File: src/rtl/mmio_timer_pkg.sv
`default_nettype none
// ============================================================================
//  mmio_timer_pkg
//  Shared register map, CTRL layout and byte-lane merge helper.
//  Revision: 1.0
// ============================================================================
package mmio_timer_pkg;

    localparam int ADDR_W = 14;

    localparam logic [ADDR_W-1:0] ADDR_CTRL     = 14'd0;
    localparam logic [ADDR_W-1:0] ADDR_PRESCALE = 14'd1;
    localparam logic [ADDR_W-1:0] ADDR_COUNT    = 14'd2;
    localparam logic [ADDR_W-1:0] ADDR_COMPARE  = 14'd3;
    localparam logic [ADDR_W-1:0] ADDR_STATUS   = 14'd4;
    localparam logic [ADDR_W-1:0] ADDR_MCNT     = 14'd5;

    localparam int CTRL_EN = 0;
    localparam int CTRL_AR = 1;
    localparam int CTRL_IE = 2;

    localparam logic [3:0] WEB_READ = 4'hF;

    // Field order puts en at bit 0, matching the CTRL word layout
    typedef struct packed {
        logic irq_en;
        logic auto_reload;
        logic en;
    } ctrl_t;

    function automatic logic [31:0] byte_merge(
        input logic [31:0] old_word,
        input logic [31:0] din,
        input logic [3:0]  web
    );
        logic [31:0] res;
        res = old_word;
        for (int i = 0; i < 4; i++) begin
            if (!web[i]) begin
                res[8*i +: 8] = din[8*i +: 8];
            end
        end
        return res;
    endfunction

endpackage
`default_nettype wire

File: src/rtl/mmio_timer_if.sv
`default_nettype none
// ============================================================================
//  mmio_timer_if
//  SRAM-style port bundle (CS/OE/WEB/A/DI/DO) between CPU and timer.
//  Revision: 1.0
// ============================================================================
interface mmio_timer_if;
    import mmio_timer_pkg::*;

    logic              CS;
    logic              OE;
    logic [3:0]        WEB;
    logic [ADDR_W-1:0] A;
    logic [31:0]       DI;
    logic [31:0]       DO;

    modport master (output CS, OE, WEB, A, DI, input DO);
    modport slave  (input CS, OE, WEB, A, DI, output DO);
endinterface
`default_nettype wire

File: src/rtl/mmio_timer_prescaler.sv
`default_nettype none
// ============================================================================
//  timer_prescaler
//  Divides clk by (div+1) while enabled; tick marks the wrap cycle.
//  Revision: 1.0
// ============================================================================
module timer_prescaler #(
    parameter int PRESCALE_W = 16
) (
    input  logic                  clk,
    input  logic                  rst,
    input  logic                  en,
    input  logic                  clr,
    input  logic [PRESCALE_W-1:0] div,
    output logic                  tick
);

    logic [PRESCALE_W-1:0] r_pcnt;
    logic                  w_wrap;

    assign w_wrap = (r_pcnt == div);
    // tick depends only on current state so a same-cycle clr/disable does not suppress it
    assign tick   = en & w_wrap;

    always_ff @(posedge clk or posedge rst) begin
        if (rst) begin
            r_pcnt <= '0;
        end else if (clr || !en || w_wrap) begin
            r_pcnt <= '0;
        end else begin
            r_pcnt <= r_pcnt + {{(PRESCALE_W-1){1'b0}}, 1'b1};
        end
    end

endmodule
`default_nettype wire

File: src/rtl/mmio_timer.sv
`default_nettype none
// ============================================================================
//  mmio_timer
//  Prescaled 32-bit timer with compare, match counter and irq on an SRAM port.
//  Revision: 1.0
// ============================================================================
module mmio_timer
    import mmio_timer_pkg::*;
#(
    parameter int PRESCALE_W = 16,
    parameter int MCNT_W     = 16
) (
    input  logic          clk,
    input  logic          rst,
    mmio_timer_if.slave   bus,
    output logic          irq
);

    ctrl_t                 r_ctrl;
    logic [PRESCALE_W-1:0] r_prescale;
    logic [31:0]           r_count;
    logic [31:0]           r_compare;
    logic                  r_match;
    logic [MCNT_W-1:0]     r_mcnt;
    logic [31:0]           r_rdata;
    logic                  r_irq;

    logic        w_rd;
    logic        w_wr;
    logic        w_wr_ctrl;
    logic        w_wr_prescale;
    logic        w_wr_count;
    logic        w_wr_compare;
    logic        w_wr_status;
    logic [31:0] w_rmux;
    logic [31:0] w_merged;
    logic        w_tick;
    logic        w_tick_eff;
    logic        w_match_set;
    logic        w_match_clr;
    logic        w_match_next;
    ctrl_t       w_ctrl_next;

    assign w_rd          = bus.CS && (bus.WEB == WEB_READ);
    assign w_wr          = bus.CS && (bus.WEB != WEB_READ);
    assign w_wr_ctrl     = w_wr && (bus.A == ADDR_CTRL);
    assign w_wr_prescale = w_wr && (bus.A == ADDR_PRESCALE);
    assign w_wr_count    = w_wr && (bus.A == ADDR_COUNT);
    assign w_wr_compare  = w_wr && (bus.A == ADDR_COMPARE);
    assign w_wr_status   = w_wr && (bus.A == ADDR_STATUS);

    always_comb begin
        w_rmux = 32'h0;
        case (bus.A)
            ADDR_CTRL:     w_rmux[2:0]            = r_ctrl;
            ADDR_PRESCALE: w_rmux[PRESCALE_W-1:0] = r_prescale;
            ADDR_COUNT:    w_rmux                 = r_count;
            ADDR_COMPARE:  w_rmux                 = r_compare;
            ADDR_STATUS:   w_rmux[0]              = r_match;
            ADDR_MCNT:     w_rmux[MCNT_W-1:0]     = r_mcnt;
            default:       w_rmux                 = 32'h0;
        endcase
    end

    // Disabled lanes keep the current register contents seen through the read mux
    assign w_merged = byte_merge(w_rmux, bus.DI, bus.WEB);

    timer_prescaler #(
        .PRESCALE_W (PRESCALE_W)
    ) u_prescaler (
        .clk  (clk),
        .rst  (rst),
        .en   (r_ctrl.en),
        .clr  (w_wr_prescale | w_wr_count),
        .div  (r_prescale),
        .tick (w_tick)
    );

    // A CPU write to COUNT overrides any tick landing on the same edge
    assign w_tick_eff   = w_tick & ~w_wr_count;
    assign w_match_set  = w_tick_eff & (r_count == r_compare);
    assign w_match_clr  = w_wr_status & ~bus.WEB[0] & bus.DI[0];
    assign w_match_next = w_match_set | (r_match & ~w_match_clr);

    always_comb begin
        w_ctrl_next = r_ctrl;
        if (w_wr_ctrl) begin
            w_ctrl_next.en          = w_merged[CTRL_EN];
            w_ctrl_next.auto_reload = w_merged[CTRL_AR];
            w_ctrl_next.irq_en      = w_merged[CTRL_IE];
        end
    end

    always_ff @(posedge clk or posedge rst) begin
        if (rst) begin
            r_ctrl     <= '0;
            r_prescale <= '0;
            r_count    <= '0;
            r_compare  <= '0;
            r_match    <= 1'b0;
            r_mcnt     <= '0;
            r_rdata    <= '0;
            r_irq      <= 1'b0;
        end else begin
            r_ctrl  <= w_ctrl_next;
            r_match <= w_match_next;
            r_irq   <= w_match_next & w_ctrl_next.irq_en;

            if (w_wr_prescale) begin
                r_prescale <= w_merged[PRESCALE_W-1:0];
            end
            if (w_wr_compare) begin
                r_compare <= w_merged;
            end

            if (w_wr_count) begin
                r_count <= w_merged;
            end else if (w_match_set && r_ctrl.auto_reload) begin
                r_count <= 32'h0;
            end else if (w_tick_eff) begin
                r_count <= r_count + 32'd1;
            end

            if (w_match_set && (r_mcnt != {MCNT_W{1'b1}})) begin
                r_mcnt <= r_mcnt + {{(MCNT_W-1){1'b0}}, 1'b1};
            end

            if (w_rd) begin
                r_rdata <= w_rmux;
            end
        end
    end

    assign bus.DO = bus.OE ? r_rdata : 32'h0;
    assign irq    = r_irq;

endmodule
`default_nettype wire
File: src/flat_wrapper.sv
// flat-port wrapper written by rule: the top's interface ports become plain ports
module mmio_timer_flat import mmio_timer_pkg::*;
#(
    parameter int PRESCALE_W = 16,
    parameter int MCNT_W     = 16
)
  (clk, rst, irq, bus_CS, bus_OE, bus_WEB, bus_A, bus_DI, bus_DO);
  mmio_timer_if bus_i ();
  input  logic clk;
  input  logic rst;
  output logic irq;
  input wire logic [$bits(bus_i.CS)-1:0] bus_CS;
  input wire logic [$bits(bus_i.OE)-1:0] bus_OE;
  input wire logic [$bits(bus_i.WEB)-1:0] bus_WEB;
  input wire logic [$bits(bus_i.A)-1:0] bus_A;
  input wire logic [$bits(bus_i.DI)-1:0] bus_DI;
  output wire logic [$bits(bus_i.DO)-1:0] bus_DO;
  assign bus_i.CS = bus_CS;
  assign bus_i.OE = bus_OE;
  assign bus_i.WEB = bus_WEB;
  assign bus_i.A = bus_A;
  assign bus_i.DI = bus_DI;
  assign bus_DO = bus_i.DO;
  mmio_timer #(.PRESCALE_W(PRESCALE_W), .MCNT_W(MCNT_W)) u_core (.clk(clk), .rst(rst), .bus(bus_i), .irq(irq));
endmodule
File: config.mk
export PLATFORM = sky130hd
export DESIGN_NAME = mmio_timer_flat
export DESIGN_NICKNAME = d
export VERILOG_FILES = /design/src/rtl/mmio_timer_pkg.sv /design/src/rtl/mmio_timer_if.sv /design/src/rtl/mmio_timer_prescaler.sv /design/src/rtl/mmio_timer.sv /design/src/flat_wrapper.sv
export SDC_FILE = /design/constraint.sdc
export NUM_CORES = 1
export LEC_CHECK = 0
export BUFFER_PORTS_ARGS = -buffer_cell sky130_fd_sc_hd__buf_2
export CORE_MARGIN = 2
export CORE_UTILIZATION = 55
export CTS_CLUSTER_DIAMETER = 80
export DETAILED_ROUTE_END_ITERATION = 10
export GPL_TIMING_DRIVEN = 0
export PLACE_DENSITY = 0.75
export SYNTH_ARGS = -nofsm -noshare
export SYNTH_HDL_FRONTEND = slang
export SYNTH_SLANG_ARGS = --single-unit
File: constraint.sdc
create_clock -name clk -period 4.4 [get_ports clk]
set_input_delay 0 -clock clk [delete_from_list [all_inputs] [get_ports clk]]
set_output_delay 0 -clock clk [all_outputs]
set_load 0.005 [all_outputs]
# Yosys cells after proc, flatten, opt, wreduce, memory -nomap -nowiden
# Index checks and enable logic that the tools add are counted.
[classes]
n_addsub = 3
n_eq_ne = 10
n_mux = 14
bitwise = 12
n_reduce_logical = 14
[op_table]
columns = ["operator", "count"]
rows = [
  ["two-way mux 32 bit", 4],
  ["case mux 13 bit (4 select lines)", 1],
  ["adder 16 x 1 -> 16 bit (second input constant)", 2],
  ["adder 32 x 1 -> 32 bit (second input constant)", 1],
  ["== test 32 bit", 1],
  ["two-way mux 8 bit", 4],
  ["case mux 16 bit (2 select lines)", 1],
  ["== test 14 x 2 -> 1 bit (second input constant)", 2],
  ["== test 14 x 3 -> 1 bit (second input constant)", 2],
  ["== test 16 bit", 1],
  ["two-way mux 16 bit", 1],
  ["inequality test 16 bit (second input constant)", 1],
  ["== test 14 x 1 -> 1 bit (second input constant)", 1],
  ["logical NOT 14 bit", 1],
  ["case mux 2 bit (5 select lines)", 1],
  ["logical AND 1 bit", 9],
  ["AND 1 bit", 7],
  ["case mux 1 bit (6 select lines)", 1],
  ["== test 4 bit (second input constant)", 1],
  ["inequality test 4 bit (second input constant)", 1],
  ["two-way mux 3 bit", 1],
  ["inverter 1 bit", 3],
  ["nonzero test 3 bit", 1],
  ["logical OR 1 bit", 2],
  ["2 further kinds", 3],
]
[word_totals]
ff_bits = 149
in_bits = 54
out_inout_bits = 33

# Depth between registers and ports, before layout
[depth]
word_depth = 9
mapped_depth = 11
depth_no_buf = 8

# Modules after synthesis
# Synthesis repeated with hierarchy kept, for this count alone.
[hier_totals]
hier_cells = 892
area_unflattened_um2 = 8314.2
[modules_own_cells]
columns = ["module", "n_inst", "cells_each", "area_per_inst_um2"]
rows = [
  ["mmio_timer", 1, 790, 7295.7],
  ["timer_prescaler", 1, 102, 1018.5],
]

# Worst setup path after synthesis
# OpenSTA, ideal clock, no wires.
[synth_timing]
path_kind = "reg-to-reg"
start = "register u_core.r_count[7]"
end = "register u_core.r_count[19]"
setup_ns = 0.137
arrival_ns = 2.032
t_required_ns = 4.263
path_slack_ns = 2.232
stages_incl_launch_ff = 9
path_buffers = 1
synth_period_minus_slack_ns = 2.168
path_cell_list = "dfrtp_1 -> and4_1 -> or4b_1 -> buf_6 -> nor3_4 -> nand3_2 -> and3b_1 -> a2111oi_1 -> a21oi_1"
[synth_via]
elab_chain_cells = 5
[synth_rtl]
columns = ["item", "line_no", "source"]
rows = [
  ["start: declaration", "mmio_timer.sv:21", "logic [31:0] r_count;"],
  ["start signal: assignment", "mmio_timer.sv:117", "r_count <= w_merged;"],
  ["start signal: assignment", "mmio_timer.sv:121", "r_count <= r_count + 32'd1;"],
  ["branches (longest 5 deep; another with adder 32 x 1 -> 32 bit)", "-", ""],
]
# Parallel ways; which one is timed is not known. The select of a mux whose other input is x is not followed.
# A chain may end at the register's enable or synchronous reset.

# Worst setup path after layout
[layout_timing]
start = "register u_core.u_prescaler.r_pcnt[5]"
end = "register u_core.r_count[16]"
[layout_via]
elab_chain_cells = 7
[layout_rtl]
columns = ["item", "line_no", "source"]
rows = [
  ["start: declaration", "mmio_timer_prescaler.sv:18", "logic [PRESCALE_W-1:0] r_pcnt;"],
  ["start signal: assignment", "mmio_timer_prescaler.sv:31", "r_pcnt <= r_pcnt + {{(PRESCALE_W-1){1'b0}}, 1'b1};"],
  ["== test 16 bit *", "mmio_timer_prescaler.sv:21", "assign w_wrap = (r_pcnt == div);"],
  ["AND 1 bit *", "mmio_timer_prescaler.sv:23", "assign tick = en & w_wrap;"],
  ["AND 1 bit *", "mmio_timer.sv:80", "assign w_tick_eff = w_tick & ~w_wr_count;"],
  ["AND 1 bit", "mmio_timer.sv:81", "assign w_match_set = w_tick_eff & (r_count == r_compare);"],
  ["logical AND 1 bit", "mmio_timer.sv:118", "end else if (w_match_set && r_ctrl.auto_reload) begin"],
  ["two-way mux 32 bit", "mmio_timer.sv:118", ""],
  ["two-way mux 32 bit", "mmio_timer.sv:116", "if (w_wr_count) begin"],
]
# Every way passes the cells marked *; elsewhere a longest branch is shown, timed or not.

==> results.json <==
{
  "run_status": "finished clean",
  "violation_count_after_the_first_detailed_route_iteration": 772,
  "async_reset_ff_share_pct": 100,
  "worstMarginPinSlew_ns": 0.713,
  "slew_violations": 0,
  "io_buffer_count": 81,
  "final_cell_area_mm2": 0.00996,
  "clock-skew-final_ns": 0.0109,
  "synth_fp_nets": 972,
  "critPathMostFrequentCell": "clkbuf_1",
  "route.detailed.vias_per_inst": 6.26,
  "clock_sink_count": 149,
  "global_route_wire_length_before_repair_mm": 39.1,
  "max-clock-path-buffers": 2,
  "hp-class": "in2reg",
  "syn_inst": 915,
  "synth_top_cells_by_area": "dfrtp_1 44%, xor2_1 5.9%, o21ai_0 5.2%",
  "largest_net_degree_at_the_start_of_global_routing": 83,
  "syn2layout_area_growth_pct": 17.2,
  "postRouteAntennaNets": 0,
  "clock_slew_seen_by_the_registers_of_the_worst_setup_and_hold_paths_ns": 0.06,
  "antenna_found_initial": 0,
  "total_congestion_overflow_after_global_routing": 0,
  "wl_per_cell_um": 20.4,
  "layout.area.seq_mm2": 0.00373,
  "cap_violations": 0,
  "category_of_the_most_critical_setup_path": "reg2reg",
  "fmax_ghz": 0.338,
  "ys_seq_elements": 149,
  "setup.worst_path.end_class": "register",
  "cts_root_buffer": "clkbuf_16",
  "min_period_ns": 2.96,
  "p_leak_nw": 4.55,
  "initial_drt_pass_iterations": 6,
  "buffer_count_from_post_cts_setup_fixing": 0,
  "hpwl_mm": 18.5,
  "dominantRegCellSynth": "dfrtp_1",
  "power_per_cell_area_mw_per_mm2": 305,
  "die_outline_height_um": 128,
  "timing.critical_path.max_delay_family": "simple AND/OR/NAND/NOR gates",
  "fillerInstances": 1241,
  "slowest_delay_ns": 0.48,
  "floorplan.io_pins": 87,
  "floorplan.rows": 45,
  "post_synth_num_cell_types": 63,
  "gp_congestion": 0.952,
  "hold_viol_final": 0,
  "crit_fanout": 10,
  "syn-cell-area_mm2": 0.00850,
  "design.core.area_mm2": 0.0151,
  "critical_path.startpoint_type": "register",
  "cp_cell_sequence": "clkbuf_1 > xnor2_1 > nand4_1 > nor4_2 > and2_1 > clkbuf_1 > o21ai_0 > a221oi_1 > a21oi_1",
  "crit_buf_inv": 2,
  "critical_path_required_ns": 4.69,
  "final_report_setup_violation_count": 0,
  "post-synth-top-area-fraction_pct": 43.9,
  "timing.critical_path.slowest_stage_cell": "clkbuf_1",
  "setup_repair_after_global_routing_missed_its_margin": "false",
  "die_area_mm2": 0.0165,
  "synth_enable_flop_cells": 0,
  "cts-htree-levels": 4,
  "antenna_cells_inserted": 0,
  "wl_mm": 25.2,
  "worst_ep_arrival_time_ns": 3.25,
  "post-route-period-util_pct": 67.2,
  "final_nets": 1091,
  "vias_in_the_first_global_route": 7155,
  "synth.avg_cell_area_um2": 9.29,
  "utilization_pct": 65.8,
  "worst_slew_margin_rel_pct": 51.1,
  "die_width_um": 128,
  "post-synth-top-count-cell": "dfrtp_1",
  "tritoncts": "yes",
  "synth_area_leader_cell": "dfrtp_1",
  "cts_buffers": 17,
  "timing.hold.ws_ns": 0.0289,
  "drc_violations_left": 0,
  "vdd_ir_drop_max_v": 0.000250,
  "ys_warn_count": 0,
  "multiInputGateArea_mm2": 0.00438,
  "placedInstanceArea_mm2": 0.00917,
  "synth_seq_area_share_pct": 43.9,
  "synth_top_cells_by_count": "149 x dfrtp_1, 106 x nand2_1, 89 x o21ai_0",
  "route.vias.total": 7726,
  "final_layout_size_suffix_gt1_share_pct": 18.5,
  "effective_utilization_at_floorplan_pct": 56.1,
  "clock_latency_of_the_later_clocked_register_in_the_worst_skew_pair_ns": 0.43,
  "grt.total_usage_pct": 31.3
}
path summary, 6_finish.rpt:
check                                                       start                                 endpoint  slack [ns]  depth (start not counted)
setup / recovery           u_core.u_prescaler.r_pcnt[5]$_DFF_PP0_           u_core.r_count[16]$_DFFE_PP0P_        1.44                          9
hold / removal                                         bus_DI[25]           u_core.r_count[25]$_DFFE_PP0P_        0.03                          5
setup reg to reg           u_core.u_prescaler.r_pcnt[5]$_DFF_PP0_           u_core.r_count[16]$_DFFE_PP0P_        1.44                          9
hold reg to reg                    u_core.r_rdata[10]$_DFFE_PP0P_           u_core.r_rdata[10]$_DFFE_PP0P_        0.47                          2
max in group asynchronous                                     rst  u_core.u_prescaler.r_pcnt[14]$_DFF_PP0_        3.33                          4
min in group asynchronous                                     rst            u_core.r_count[5]$_DFFE_PP0P_        0.23                          3
worst min-delay path, cell delays in order:
cell and delay [ns]:
buf_2 0.10, nor2_1 0.09, a21oi_1 0.08, nor2_1 0.10
a21oi_1 0.05
metrics by stage:
| step | TNS, ns | setup WS [ns] | power [mW] | cells |
|---|---|---|---|---|
| final | 0 | 1.44 | 3.04 | 1234 |
| after global routing | 0 | 1.32 | 3.11 | 1234 |
| after CTS | 0 | 1.54 | 3.04 | 1234 |
| after detailed placement | 0 | 1.57 | 1.54 | 1185 |
| after global placement | -209.58 | -1.42 | 1.53 | 1184 |
| after floorplan | 0 | 0.392 | 1.47 | 915 |
layer usage:
metal | part of all wire [%] | vias to the layer above | GRT usage [%]
met5 | 0 | - | 0
met1 | 42 | 3723 | 43.7
met4 | 3.0 | 0 | 10.9
li1 | - | 3501 | -
met3 | 9.8 | 72 | 7.43
met2 | 45 | 430 | 48.2
cell families after synthesis:
family          Yosys count  share of synthesized area, %
mux                      41                          5.67
compound gates          222                          15.7
xor+xnor                 83                          8.55
flops                   149                          43.9
buf+inv                  80                          4.56
simple gates            337                          21.2
fa+ha+maj                 3                         0.442
final cells by class:
class	count	share of cell area (%)
tap	188	2.36
buffer	63	3.25
multi-input combinational	686	44.0
inverter	17	0.691
sequential	149	37.4
clock inverter	12	1.53
timing repair buffer	100	6.16
clock buffer	19	4.55
what timing repair did:
item,CTS,global route
gates resized for setup,0,0
hold buffers,18,0
endpoints found under the hold margin,98,0
state kept, by name, summed over array words and instances, names as in the netlist:
name and cells:
u_core.r_compare 32, u_core.r_count 32, u_core.r_rdata 32, u_core.r_mcnt 16, u_core.r_prescale 16, u_core.u_prescaler.r_pcnt 16, u_core.r_ctrl 3, u_core.irq 1
u_core.r_match 1
power by group:
part / internal, mW / switching [mW] / leakage, nW
Sequential: 1.37 / 0.00132 / 1.98
Clock: 0.919 / 0.590 / 0.299
Combinational: 0.0515 / 0.102 / 2.27
cells in the final DEF, fill, tap and decap left out, drive strengths merged, types with 12 or more instances in the layout:
| cell type | n |
|---|---|
| clkbuf | 53 |
| dlygate4sd3 | 18 |
| and3 | 19 |
| buf | 111 |
| xor2 | 57 |
| nor3 | 17 |
| a221oi | 12 |
| a21oi | 39 |
| xnor2 | 26 |
| nand3 | 29 |
| nor4 | 20 |
| nand2 | 107 |
| and2 | 38 |
| a22oi | 32 |
| nor2 | 62 |
| inv | 19 |
| mux2 | 27 |
| dfrtp | 149 |
| nand4 | 15 |
| o21ai | 106 |
Note: power is estimated with default switching activity, not from simulation.
